===== src/rtl/mem_port_arbiter.sv =====
// Arbiter sharing one fixed-latency single-port memory between instruction fetch and the
// data path. DM has priority; fetch is guaranteed a slot after MAX_DM_BURST contested DM grants.
module mem_port_arbiter #(
  parameter int ADDR_W       = 12,
  parameter int DATA_W       = 16,
  parameter int MEM_LAT      = 2,
  parameter int MAX_DM_BURST = 3
) (
  input  logic              clk,
  input  logic              rst_n,
  input  logic              if_req,
  input  logic [ADDR_W-1:0] if_addr,
  output logic              if_gnt,
  output logic              if_rvalid,
  output logic [DATA_W-1:0] if_rdata,
  input  logic              dm_req,
  input  logic              dm_we,
  input  logic [ADDR_W-1:0] dm_addr,
  input  logic [DATA_W-1:0] dm_wdata,
  output logic              dm_gnt,
  output logic              dm_done,
  output logic [DATA_W-1:0] dm_rdata,
  output logic              mem_en,
  output logic              mem_we,
  output logic [ADDR_W-1:0] mem_addr,
  output logic [DATA_W-1:0] mem_wdata,
  input  logic [DATA_W-1:0] mem_rdata,
  output logic              busy
);

  localparam logic [1:0] IDLE  = 2'd0;
  localparam logic [1:0] ISSUE = 2'd1;
  localparam logic [1:0] WAIT  = 2'd2;
  localparam logic [1:0] DONE  = 2'd3;

  localparam logic OWN_IF = 1'b0;
  localparam logic OWN_DM = 1'b1;

  localparam int CNT_W   = 4;
  localparam int BURST_W = $clog2(MAX_DM_BURST + 1);
  localparam logic [BURST_W-1:0] BURST_MAX = BURST_W'(MAX_DM_BURST);
  localparam logic [CNT_W-1:0]   LAT_LOAD  = CNT_W'(MEM_LAT - 1);

  logic [1:0]        state_reg, state_next;
  logic              owner_reg;
  logic              we_reg;
  logic [CNT_W-1:0]  lat_cnt_reg;
  logic [BURST_W-1:0] burst_cnt_reg;
  logic              mem_en_reg, mem_we_reg;
  logic [ADDR_W-1:0] mem_addr_reg;
  logic [DATA_W-1:0] mem_wdata_reg;
  logic [DATA_W-1:0] if_rdata_reg, dm_rdata_reg;

  logic is_idle, burst_sat, any_gnt, done_if, done_dm;

  assign is_idle   = (state_reg == IDLE);
  assign burst_sat = (burst_cnt_reg == BURST_MAX);

  // DM wins unless fetch is also waiting and DM has used up its burst allowance.
  assign dm_gnt  = is_idle && dm_req && (!if_req || !burst_sat);
  assign if_gnt  = is_idle && if_req && (!dm_req || burst_sat);
  assign any_gnt = if_gnt || dm_gnt;

  assign done_if = (state_reg == DONE) && (owner_reg == OWN_IF);
  assign done_dm = (state_reg == DONE) && (owner_reg == OWN_DM);

  always_comb begin
    state_next = state_reg;
    case (state_reg)
      IDLE:    if (any_gnt) state_next = ISSUE;
      ISSUE:   state_next = (MEM_LAT > 1) ? WAIT : DONE;
      // The counter value 1 here is the last WAIT cycle: it reaches 0 as DONE is entered.
      WAIT:    if (lat_cnt_reg == CNT_W'(1)) state_next = DONE;
      DONE:    state_next = IDLE;
      default: state_next = IDLE;
    endcase
  end

  always_ff @(posedge clk or negedge rst_n) begin
    if (!rst_n) begin
      state_reg     <= IDLE;
      owner_reg     <= OWN_IF;
      we_reg        <= 1'b0;
      lat_cnt_reg   <= '0;
      burst_cnt_reg <= '0;
      mem_en_reg    <= 1'b0;
      mem_we_reg    <= 1'b0;
      mem_addr_reg  <= '0;
      mem_wdata_reg <= '0;
      if_rdata_reg  <= '0;
      dm_rdata_reg  <= '0;
    end else begin
      state_reg  <= state_next;
      mem_en_reg <= any_gnt;
      mem_we_reg <= dm_gnt && dm_we;

      if (any_gnt) begin
        mem_addr_reg  <= dm_gnt ? dm_addr : if_addr;
        mem_wdata_reg <= dm_wdata;
        owner_reg     <= dm_gnt ? OWN_DM : OWN_IF;
        we_reg        <= dm_gnt && dm_we;
      end

      if (state_reg == ISSUE) begin
        lat_cnt_reg <= LAT_LOAD;
      end else if (state_reg == WAIT) begin
        lat_cnt_reg <= lat_cnt_reg - CNT_W'(1);
      end

      if (dm_gnt && if_req) begin
        if (!burst_sat) burst_cnt_reg <= burst_cnt_reg + BURST_W'(1);
      end else if (if_gnt || (is_idle && !if_req)) begin
        burst_cnt_reg <= '0;
      end

      if (done_if) if_rdata_reg <= mem_rdata;
      if (done_dm && !we_reg) dm_rdata_reg <= mem_rdata;
    end
  end

  // Read data bypasses the holding register in the completion cycle itself.
  assign if_rvalid = done_if;
  assign dm_done   = done_dm;
  assign if_rdata  = done_if ? mem_rdata : if_rdata_reg;
  assign dm_rdata  = (done_dm && !we_reg) ? mem_rdata : dm_rdata_reg;

  assign mem_en    = mem_en_reg;
  assign mem_we    = mem_we_reg;
  assign mem_addr  = mem_addr_reg;
  assign mem_wdata = mem_wdata_reg;
  assign busy      = !is_idle;

endmodule


===== config.mk =====
export PLATFORM = sky130hd
export DESIGN_NAME = mem_port_arbiter
export DESIGN_NICKNAME = d
export VERILOG_FILES = /design/src/rtl/mem_port_arbiter.sv
export SDC_FILE = /design/constraint.sdc
export NUM_CORES = 1
export LEC_CHECK = 0
export ABC_AREA = 1
export BUFFER_PORTS_ARGS = -buffer_cell sky130_fd_sc_hd__buf_2
export CAP_MARGIN = 5
export CORE_MARGIN = 1
export CORE_UTILIZATION = 52
export DETAILED_ROUTE_END_ITERATION = 12
export GPL_ROUTABILITY_DRIVEN = 0
export GPL_TIMING_DRIVEN = 0
export PLACE_DENSITY_LB_ADDON = 0.1
export REMOVE_ABC_BUFFERS = 1
export SLEW_MARGIN = 20
export SYNTH_ARGS = -nofsm -noshare
export SYNTH_HDL_FRONTEND = slang
export SYNTH_SLANG_ARGS = --single-unit

===== constraint.sdc =====
create_clock -name clk -period 3 [get_ports clk]
set_input_delay 0.15 -clock clk [delete_from_list [all_inputs] [get_ports clk]]
set_output_delay 0.15 -clock clk [all_outputs]
set_load 0.05 [all_outputs]

==> results.md, run 1 <==
* Multi-input gate area at around 1000 µm²
* Commonest non-fill, non-tap cell in the layout: nand2_1
* Crit path max fanout at 32
* Die area at between 6000 and 7000 µm²
* Global-route wire length before repair at ~11000 µm
* Die Width at 79.7 µm
* Number of cells produced by synthesis at 372
* Critical Path RT at 2.85 ns
* Area contributors post-synth: dfrtp_1, nand2_1, inv_1
* Total gr overflow at 0
* # clock sinks at 72
* Slack of the worst reg-to-reg path at a little under 0.9 ns
* Die H at about 80 µm
* GRT Overall Usage at 23.4%
* Critical Path AT at 2.47 ns
* Crit path capture type: output pin
* Htree depth at 3
* Netlist Area Pre-Place at around 3100 µm²
* Unrepaired setup endpoints after global routing: false
* Post-DRT Antenna Nets at 0
* Clock Skew at around 0.018 ns
* CTS Buf Count at 9
* Synth warn at 0
* Total Routed Length at slightly above 7000 µm
* Hold Crit Class: in -> reg
* Rel. slew slack at 37.0%
* Crit path time final at around 2.6 ns
* Fillcell total at approximately 460
* Root Driver: clkbuf_8
* Wire per inst at approximately 12 µm
* Clk buf depth at 2
* Setup ws final at around 0.38 ns
* Largest net degree at the start of global routing at between 50 and 60
* CTS tree: yes
* Max-cap violations at 0
* Clk slew on worst S/H paths at 0.07 ns
* Fin crit share at between 80 and 90%
* Slew at the pin closest to its max-slew limit at around 0.94 ns
* Row count at 27
* Post-CTS setup repair buffer count at 0
* Fin. max-slew vios at 0
* Register area at between 1500 and 2000 µm²
* Initial DRC Count at between 100 and 150
* CP Cell Sequence: ha_1, nand2_1, inv_1, nand2_1, o21ai_0, buf_2
* Initial antenna violation count at 0
* Vias in the first global route at about 2600
* Average size of a mapped cell at 8.45 µm²
* Crit path top cell by count: nand2_1
* Critical-path top delay cell: o21ai_0
* Share of layout cells above drive strength 1 at 29.3%
* Clk Latency, worst-skew pair at between 0.3 and 0.4 ns
* Area leader, netlist: dfrtp_1
* Port Buffers at 127
* Core Box Area at between 5000 and 6000 µm²
* Pre-Repair DR Iteration Count at 4
* Via Count at between 2000 and 3000
* Final hold viol count at 0
* Yosys top cell area share at between 50% and 60%
* Area Growth Syn to Fin at 27.7%
* Finished Core Util at between 70% and 80%
* Min Hold Slack at approximately 0.025 ns
* Fmax at between 0.3 and 0.4 GHz
* Nets@finish at 566
* Most frequent cells in the layout: nand2_1, buf_2, dfrtp_1, inv_1, o21ai_0
* Sequential fraction of the synthesis area at between 50% and 60%
* Status: finished, final reports clean
* Vias per inst at approximately 4.8
* Max incr delay on CP at 0.55 ns
* Unique cell type count in the Yosys netlist at 18
* Synth Register Bits at between 70 and 80
* HPWL after DPL at 4980 µm
* Diodes inserted at 0
* Final setup fails at 0
* # resized after CTS at 0
* Crit path kind: reg -> out
* CP Launch Type: register
* DRC errors left at 0
* CTS Hold Buffers Added at 1
* Io pins at approximately 130
* Post-Place Worst Slack at around 0.76 ns
* Setup_tns at 0 ns
* Initial Util at between 50% and 60%
[critical path, delay by kind of cell, from the launching register on]
family	cells	cell delay [ns]
AOI/OAI and AO/OA	1	0.55
adders and majority gates	1	0.19
buffers and inverters	2	0.41
DFF	1	0.41
and+or+nand+nor	2	0.58
[synth_stat cells]
cell type and n:
nand2_1 136, dfrtp_1 72, or2_2 1, ha_1 8
o21ai_0 36, a21oi_1 2, clkbuf_1 2, nor2_1 11
inv_1 54, nand4_1 1, nand3_1 30, inv_2 2
o22ai_1 1, buf_2 8, buf_6 3, buf_4 2
nand2_2 2, nand2_4 1
[cell type report]
cell class              count  area share (%)
inverters                  56            5.24
well taps                  72            2.25
clock buffers              14            4.05
multi-input cells         229            25.8
repair buffers            129            16.8
clock inverters             2           0.935
flip-flops and latches     72            44.9
[cell families after synthesis]
group                    count (synthesis)  share of synthesized area (%)
AND/OR/NAND/NOR                        182                           23.5
AO/OA/AOI/OAI                           39                           6.25
adder cells (fa/ha/maj)                  8                           3.18
buffers and inverters                   71                           9.75
flip-flops                              72                           57.3
[metrics by stage]
step	std cells	instance area [µm²]
floorplan	357	3050
global placement	556	3770
global route	574	4010
finish	574	4010
detailed placement	557	3800
CTS	574	4010
[layer usage]
layer  vias up  wire, µm  track usage, %
met5         -         0               0
met4         0       108            8.93
met3        10       330            4.46
met2        79      3440            39.4
met1      1267      3190            29.8
li1       1383         -               -
[final timing paths]
path                              start         endpoint  cells past startpoint
hold / removal              dm_wdata[2]     mem_wdata[2]                      3
min in group asynchronous         rst_n  if_rdata_reg[8]                      2
setup / recovery           state_reg[0]      dm_rdata[0]                      6
setup reg to reg           state_reg[0]     mem_wdata[6]                      7
hold reg to reg            mem_wdata[2]     mem_wdata[2]                      2
max in group asynchronous         rst_n     state_reg[1]                      3
Power of run 1 is left out: the tool's default activity adds up to more than one toggle a clock period on the data nets, which glitch-free logic cannot reach.
==> run 2, diff against run 1 <==
--- a/config.mk
+++ b/config.mk
@@ -14,6 +14,7 @@
 export GPL_ROUTABILITY_DRIVEN = 0
 export GPL_TIMING_DRIVEN = 0
 export PLACE_DENSITY_LB_ADDON = 0.1
+export RECOVER_POWER = 100
 export REMOVE_ABC_BUFFERS = 1
 export SLEW_MARGIN = 20
 export SYNTH_ARGS = -nofsm -noshare
==> run 2 against run 1 <==
Worst hold slack got worse by 0.0021 ns. Wire length increased by 0.85%. Clock skew decreased by 0.00084 ns. Cell area decreased by 2.2%. Critical path type unchanged. Largest cell class unchanged. First-iteration DRC count increased by 6.5%.
==> results.md, run 2 (synthesis results as in run 1) <==
* Post-DRT Antenna Nets at 0 (unchanged)
* Post-Place Worst Slack at 0.764 ns (unchanged)
* Die Width at 79.7 µm (unchanged)
* Clock Skew at 0.0169 ns (-0.000842 ns)
* WHS Endpoint: mem_wdata[2]
* Via Count at 2745 (+0.22%)
* Critical Path AT at 2.51 ns (+0.04 ns)
* Nets@finish at 566 (unchanged)
* Hold path startpoint: dm_wdata[2]
* Root Driver: clkbuf_8
* CTS Buf Count at 9 (unchanged)
* Worst r2r path cells at 7 (unchanged)
* Finished Cell Area at 3920 µm² (-2.2%)
* Crit path time final at 2.66 ns (+0.0428 ns)
* Crit path capture type: output pin
* Worst Hold Depth at 3 (unchanged)
* Area Growth Syn to Fin at 24.8%
* Setup_tns at 0 ns (unchanged)
* Clk Latency, worst-skew pair at 0.33 ns (about the same)
* Crit path kind: reg -> out
* Setup ws final at 0.338 ns (-0.0428 ns)
* DRC errors left at 0 (unchanged)
* Critical Path RT at 2.85 ns (about the same)
* Core Box Area at 5680 µm² (unchanged)
* Io pins at 128 (unchanged)
* Port Buffers at 127 (unchanged)
* HPWL after DPL at 4980 µm (unchanged)
* Reg-to-Reg Start: state_reg[0]
* Crit path max fanout at 32 (unchanged)
* Initial DRC Count at 131 (+6.5%)
* Final hold viol count at 0 (unchanged)
* Diodes inserted at 0 (unchanged)
* Slew at the pin closest to its max-slew limit at 1.32 ns (+0.375 ns)
* Clk buf depth at 2 (unchanged)
* CP Launch Type: register
* Die area at 6360 µm² (unchanged)
* Share of layout cells above drive strength 1 at 19.1% (-10 points)
* Slack of the worst reg-to-reg path at 0.45 ns (-0.43 ns)
* Die H at 79.7 µm (unchanged)
* Placed instance area at 3800 µm² (unchanged)
* Post-CTS setup repair buffer count at 0 (unchanged)
* # resized after CTS at 0 (unchanged)
* Initial Util at 55.4% (unchanged)
* Fin crit share at 88.7% (+1.4 points)
* Row count at 27 (unchanged)
* Rel. slew slack at 12.1% (-25 points)
* Vias in the first global route at 2580 (unchanged)
* Reg2reg end: mem_wdata[6]
* Commonest non-fill, non-tap cell in the layout: nand2_1
* Fillcell total at 505 (+9.1%)
* Fin. max-slew vios at 0 (unchanged)
* # clock sinks at 72 (unchanged)
* Initial antenna violation count at 0 (unchanged)
* Unrepaired setup endpoints after global routing: false
* CTS tree: yes
* Vias per inst at 4.78 (+0.22%)
* Htree depth at 3 (unchanged)
* Hold Crit Class: in -> reg
* Wire per inst at 12.4 µm (+0.85%)
* GRT Overall Usage at 23.4% (unchanged)
* Fmax at 0.376 GHz (-1.6%)
* Max-cap violations at 0 (unchanged)
* Global-route wire length before repair at 11500 µm (unchanged)
* Pre-Repair DR Iteration Count at 5 (+1)
* Largest net degree at the start of global routing at 57 (unchanged)
* Clk slew on worst S/H paths at 0.07 ns (about the same)
* Total gr overflow at 0 (unchanged)
* Status: finished, final reports clean
* Most frequent cells in the layout: nand2_1, dfrtp_1, buf_2, inv_1, clkbuf_1
* Final setup fails at 0 (unchanged)
* Total Routed Length at 7130 µm (+0.85%)
-- run 2: worst max path at each step --
| stage | depth (start not counted) | endpoint | from | slack [ns] |
|---|---|---|---|---|
| 5_1_grt | 4 | if_rdata[13] | state_reg[1] | 0.11 |
| 3_5_place_dp | 6 | dm_rdata[0] | state_reg[1] | 0.76 |
| 6_report | 6 | dm_rdata[0] | state_reg[1] | 0.34 |
| 2_1_floorplan | 5 | dm_rdata_reg[0] | state_reg[0] | 0.07 |
| 4_1_cts | 6 | dm_rdata[0] | state_reg[1] | 0.35 |
| 3_3_place_gp | 6 | dm_rdata[5] | state_reg[0] | 0.82 |
-- run 2: critical path: stages, from the launching register on --
cell      delay (ns)
dfrtp_1         0.41
ha_1            0.19
nand2_1         0.05
inv_1           0.07
nand2_1         0.54
o21ai_0         0.57
clkbuf_2        0.36
-- run 2: cell type report --
cell class	instances	area, µm²	share of cell area (%)
Tap cell	72	90.1	2.30
Multi-Input combinational cell	229	1030	26.3
Clock buffer	14	163	4.15
Inverter	56	210	5.36
Sequential cell	72	1800	45.9
Clock inverter	2	37.5	0.957
Timing Repair Buffer	129	589	15.0
-- run 2: timing repair --
action / in CTS / in global routing
hold buffers: 1 / 0
setup endpoints to repair: 0 / 0
endpoints found under the hold margin: 27 / 0
-- run 2: through the flow --
step	hold WS, ns	cells	utilization [%]
floorplan	-0.146	357	-
global route	0.0232	574	69.1
global placement	0.350	556	66.5
finish	0.0229	574	69.1
CTS	0.00849	574	70.7
detailed placement	0.0365	557	67.0
-- run 2: per-layer routing --
layer	up-vias	routed length, µm	track usage, %
li1	1385	-	-
met1	1274	3240	29.8
met2	76	3450	39.4
met3	10	323	4.46
met4	0	106	8.93
met5	-	0	0
Power of run 2 is left out for the same reason.
